File: src/rtl/legv8_pkg.sv
// Shared definitions for the LEGv8 multiply/divide unit: datapath width,
// operation encodings and FSM state encoding.
package legv8_pkg;

  localparam int unsigned XLEN = 64;

  typedef enum logic [1:0] {
    OP_MUL   = 2'b00,
    OP_UMULH = 2'b01,
    OP_UDIV  = 2'b10,
    OP_SDIV  = 2'b11
  } op_e;

  typedef enum logic [1:0] {
    IDLE = 2'b00,
    RUN  = 2'b01,
    DONE = 2'b10
  } state_e;

endpackage

File: src/rtl/legv8_mul_div.sv
// Iterative radix-2 multiply (shift-add) / divide (restoring) unit sharing one
// double-width shift register; fixed 65-edge latency from start to done.
module legv8_mul_div
  import legv8_pkg::*;
#(
  parameter int unsigned XLEN = legv8_pkg::XLEN
) (
  input  logic            clk,
  input  logic            rst,
  input  logic            start,
  input  logic [1:0]      op,
  input  logic [XLEN-1:0] a,
  input  logic [XLEN-1:0] b,
  input  logic [4:0]      wr_in,
  output logic            busy,
  output logic            done,
  output logic [XLEN-1:0] result,
  output logic [4:0]      wr_out,
  output logic            div_by_zero
);

  localparam int unsigned CW = $clog2(XLEN) + 1;

  state_e            state, state_nx;
  logic [CW-1:0]     cnt, cnt_nx;
  logic [2*XLEN-1:0] acc, acc_nx;
  logic [XLEN-1:0]   opb, opb_nx;
  op_e               op_q, op_nx;
  logic [4:0]        tag, tag_nx;
  logic              neg, neg_nx;
  logic              dbz_q, dbz_nx;
  logic              busy_nx, done_nx, div_by_zero_nx;
  logic [XLEN-1:0]   result_nx;
  logic [4:0]        wr_out_nx;

  op_e               op_in;
  logic              in_div, q_div;
  logic [XLEN-1:0]   a_mag, b_mag;
  logic [XLEN:0]     mul_sum, rem_shift;
  logic [XLEN-1:0]   rem_diff, quo, final_res;
  logic              rem_ge;
  logic [2*XLEN-1:0] mul_step, div_step;

  // Operand conditioning at accept: SDIV works on magnitudes
  always_comb begin
    op_in  = op_e'(op);
    in_div = (op_in == OP_UDIV) || (op_in == OP_SDIV);
    q_div  = (op_q == OP_UDIV) || (op_q == OP_SDIV);
    a_mag  = (op_in == OP_SDIV && a[XLEN-1]) ? -a : a;
    b_mag  = (op_in == OP_SDIV && b[XLEN-1]) ? -b : b;
  end

  // One iteration: shift-add multiply step (acc = {hi, multiplier})
  always_comb begin
    mul_sum  = {1'b0, acc[2*XLEN-1:XLEN]} + {1'b0, opb};
    mul_step = acc[0] ? {mul_sum, acc[XLEN-1:1]} : {1'b0, acc[2*XLEN-1:1]};
  end

  // One iteration: restoring divide step (acc = {remainder, quotient})
  always_comb begin
    rem_shift = acc[2*XLEN-1:XLEN-1];
    rem_ge    = rem_shift >= {1'b0, opb};
    rem_diff  = rem_shift[XLEN-1:0] - opb;
    div_step  = rem_ge ? {rem_diff, acc[XLEN-2:0], 1'b1} : {acc[2*XLEN-2:0], 1'b0};
  end

  always_comb begin
    quo       = acc[XLEN-1:0];
    final_res = quo;
    case (op_q)
      OP_MUL:   final_res = quo;
      OP_UMULH: final_res = acc[2*XLEN-1:XLEN];
      OP_UDIV:  final_res = dbz_q ? '0 : quo;
      OP_SDIV:  final_res = dbz_q ? '0 : (neg ? -quo : quo);
    endcase
  end

  // Next-state and registered-output logic
  always_comb begin
    state_nx       = state;
    cnt_nx         = cnt;
    acc_nx         = acc;
    opb_nx         = opb;
    op_nx          = op_q;
    tag_nx         = tag;
    neg_nx         = neg;
    dbz_nx         = dbz_q;
    done_nx        = 1'b0;
    result_nx      = result;
    wr_out_nx      = wr_out;
    div_by_zero_nx = div_by_zero;
    case (state)
      IDLE: begin
        if (start) begin
          state_nx       = RUN;
          cnt_nx         = '0;
          acc_nx         = {XLEN'(0), a_mag};
          opb_nx         = b_mag;
          op_nx          = op_in;
          tag_nx         = wr_in;
          neg_nx         = a[XLEN-1] ^ b[XLEN-1];
          dbz_nx         = in_div && (b == '0);
          div_by_zero_nx = 1'b0;
        end
      end
      RUN: begin
        if (cnt != CW'(XLEN)) begin
          cnt_nx = cnt + CW'(1);
          acc_nx = q_div ? div_step : mul_step;
        end else begin
          state_nx       = DONE;
          done_nx        = 1'b1;
          result_nx      = final_res;
          wr_out_nx      = tag;
          div_by_zero_nx = dbz_q;
        end
      end
      DONE:    state_nx = IDLE;
      default: state_nx = IDLE;
    endcase
    busy_nx = (state_nx != IDLE);
  end

  always_ff @(posedge clk or negedge rst) begin
    if (!rst) begin
      state       <= IDLE;
      cnt         <= '0;
      acc         <= '0;
      opb         <= '0;
      op_q        <= OP_MUL;
      tag         <= '0;
      neg         <= 1'b0;
      dbz_q       <= 1'b0;
      busy        <= 1'b0;
      done        <= 1'b0;
      result      <= '0;
      wr_out      <= '0;
      div_by_zero <= 1'b0;
    end else begin
      state       <= state_nx;
      cnt         <= cnt_nx;
      acc         <= acc_nx;
      opb         <= opb_nx;
      op_q        <= op_nx;
      tag         <= tag_nx;
      neg         <= neg_nx;
      dbz_q       <= dbz_nx;
      busy        <= busy_nx;
      done        <= done_nx;
      result      <= result_nx;
      wr_out      <= wr_out_nx;
      div_by_zero <= div_by_zero_nx;
    end
  end

endmodule
File: config.mk
export PLATFORM = sky130hd
export DESIGN_NAME = legv8_mul_div
export DESIGN_NICKNAME = d
export VERILOG_FILES = /design/src/rtl/legv8_pkg.sv /design/src/rtl/legv8_mul_div.sv
export SDC_FILE = /design/constraint.sdc
export NUM_CORES = 1
export LEC_CHECK = 0
export BUFFER_PORTS_ARGS = -buffer_cell sky130_fd_sc_hd__buf_2
export CAP_MARGIN = 5
export CORE_UTILIZATION = 45
export CTS_CLUSTER_SIZE = 8
export DETAILED_ROUTE_END_ITERATION = 16
export SETUP_SLACK_MARGIN = 0.5
export SYNTH_ARGS = -nofsm -noshare
export SYNTH_HDL_FRONTEND = slang
export SYNTH_SLANG_ARGS = --single-unit
File: constraint.sdc
create_clock -name clk -period 12.1 [get_ports clk]
set_input_delay 2.42 -clock clk [delete_from_list [all_inputs] [get_ports clk]]
set_output_delay 2.42 -clock clk [all_outputs]
set_load 0.01 [all_outputs]
==> run metrics <==
Cell Area, Synth=roughly 26000 µm²; Period Utilization, post-route=0.457; Worst EP required=approximately 13 ns; number of flops mapped to enable cells by yosys=0; commonest non-fill, non-tap cell in the layout=nand2_1; Port-buffer cells=between 200 and 250; GR Overflow Total=0; Hold Crit Depth=2; antenna diode count=0; Placed Area=between 20000 and 30000 µm²; internal power=4.09 mW; ANT nets after route=0; first-pass GRT wire length=151 mm; Synth cell types=78; cell mode on critical path=nand3_1; Flop pwr share=0.222; Synth async-reset ratio=1.00; Root Buffer=clkbuf_16; Place WS=around 5.9 ns; Initial DRC Count=2652; Seq cells post-synth=282; Die Width=between 200 and 250 µm; CP max stage delay=just over 0.6 ns; cells after synthesis=roughly 3600; Ys Warns=0; clk_lat worst skew=around 0.61 ns; IO Count=210; H-tree depth=2; CTS Sinks=~280; most frequent cells in the layout=nand2_1 (533), o21ai_0 (444), a21oi_1 (317), dfrtp_1 (278), nor2_1 (219); Max Cap Viol=0; post-layout net count=~4000; CTS Buf Count=42; VDD IR-drop max=roughly 200 µV; f_max=between 0.15 and 0.2 GHz; switching share of power=0.536; # DRC=0; Syn-to-layout area delta=9.55%; Leakage=12.6 nW; Most used DFF post-synth=dfrtp_1; Clk pwr share=0.128; clock buffer depth=3; top area cells in the synthesized netlist=dfrtp_1 (27%), o21ai_0 (8.4%), nand2_1 (7.6%), ha_1 (6.3%), a21oi_1 (6.0%); power per cell area=304 nW/µm²; Slew HR=0.181; setup_tns=0 ns; Clk pin slew, worst setup/hold paths=0.05 ns; nature of the critical path startpoint=input port; Psw=4.72 mW; area share of the largest cell type after synthesis=0.267; site row count=slightly below 90; post-CTS setup buffer count=0; Slew @ Worst Pin=between 1 and 1.5 ns; Register-to-Register Path Depth=15; share of layout cells above drive strength 1=0.0964; sequential area share after synthesis=0.267; Hold Crit Class=flop to flop; min setup slack post-route=about 6.6 ns; worst-path cell chain=buf_2, or4_1, nor3_1, nand3_1, nor3_1, nand2_1, or3_1, nor2_1, nand3_1, o311ai_0, nand3_1, o21ai_0; vias in the first global route=approximately 25000; DR WL/cell=between 20 and 25 µm; Comb pwr share=0.650; final setup violating endpoints=0; DPL Wire Length=about 74 mm; Syn Area/Cell=between 7 and 8 µm²; status=finished clean; Setup CP Type=input port to flop; DRT Wirelength=around 100 mm; CTS Hold Bufs=0; final hold violation count=0; Synth area leader=dfrtp_1; max-slew violations=0; crit path capture type=flop; CP max-delay cell=nor3_1; Core Region=approximately 58000 µm²; Tot GR Track Use=0.323; CTS resizes=0; total iterations of the first detailed-routing run=7; crit-path max FO=7; largest net degree at the start of global routing=120; die height=245 µm; Starting Density=0.457; die area=about 60000 µm²; GPL Wtd Cong=approximately 0.96; crit path DAT=slightly above 6 ns; DR vias/cell=6.22; Max Clock Skew=0.0475 ns; unrepaired setup endpoints after global routing=false; DR vias=27493; minimum clock period=roughly 5.5 ns; post-route cell area=roughly 29000 µm²; Syn Nets=a little under 4000; initial antenna violation count=7; CTS tree=done
## kinds of logic after synthesis
logic type | after synthesis | share of synthesized area
AOI/OAI and AO/OA | 1309 | 0.305
xor gates and xnor gates | 230 | 0.0761
adders and majority gates | 135 | 0.0644
buffers and inverters | 411 | 0.0592
DFF | 282 | 0.267
muxes | 61 | 0.0234
and+or+nand+nor | 1183 | 0.205
## final timing paths
| path | slack, ns | end | start |
|---|---|---|---|
| max | 6.57 | opb[63] | b[8] |
| min | 0.46 | result[34] | result[34] |
| max reg2reg | 7.00 | acc[120] | opb[3] |
| min reg2reg | 0.46 | result[34] | result[34] |
| max in group asynchronous | 8.75 | opb[37] | rst |
| min in group asynchronous | 1.83 | result[25] | rst |
## critical path, delay by kind of cell
kind / cells / cell delay (ns)
buffers and inverters: 1 / 0.12
AND/OR/NAND/NOR: 9 / 3.08
AO/OA/AOI/OAI: 2 / 0.42
## synth_stat cells (all sizes together) (20+ instances only)
cell type  count
o22ai         24
nor4          20
a21oi        317
buf           33
inv          151
nor3          62
o31ai         55
and3          25
o21bai        31
o211ai        57
or4           22
a211oi        36
nor2b         29
o21a          25
nand2        535
nand4         59
mux2i         54
a31oi         52
xor2          84
a21o          77
clkbuf       226
o221ai        31
o21ai        445
ha           133
dfrtp        282
nand3         93
xnor2        146
nand2b        25
nor2         221
or3           33
## layer usage
layer,global-route usage,vias up,routed length (µm)
met2,0.506,1077,44000
met5,0,-,34
met1,0.454,13042,44200
li1,-,13173,-
met3,0.0409,197,6900
met4,0.113,4,3550
## flip-flops by register name, summed over array words and instances, names as in the netlist
register,cells
acc,128
busy,1
cnt,7
dbz_q,1
div_by_zero,1
done,1
neg,1
op_q,2
opb,64
result,64
state,2
tag,5
wr_out,5
## through the flow
step | total power, mW | hold WS, ns | util | instances
final | 8.80 | 0.463 | 0.501 | 4417
after floorplan | 5.86 | 0.438 | - | 3611
after global placement | 7.53 | 0.446 | 0.480 | 4360
after detailed placement | 7.53 | 0.453 | 0.480 | 4360
after global routing | 9.46 | 0.484 | 0.501 | 4417
after CTS | 8.70 | 0.465 | 0.501 | 4417
## power by group through the flow
stage / Clock [mW] / Combinational, mW / Sequential, mW
detailed placement: 0 / 5.58 / 1.95
CTS: 1.15 / 5.61 / 1.94
floorplan: 0 / 4.32 / 1.54
global placement: 0 / 5.58 / 1.96
global route: 1.18 / 6.30 / 1.98
finish: 1.13 / 5.72 / 1.96
## cell type report
class / instances / area (µm²)
Clock inverter: 4 / 75.1
Tap cell: 765 / 957
Timing Repair Buffer: 244 / 1330
Clock buffer: 53 / 1110
Sequential cell: 282 / 7070
Inverter: 151 / 568
Multi-Input combinational cell: 2918 / 17900
Fill cell: 5938 / 28900
(Power assumes the default switching activity.)
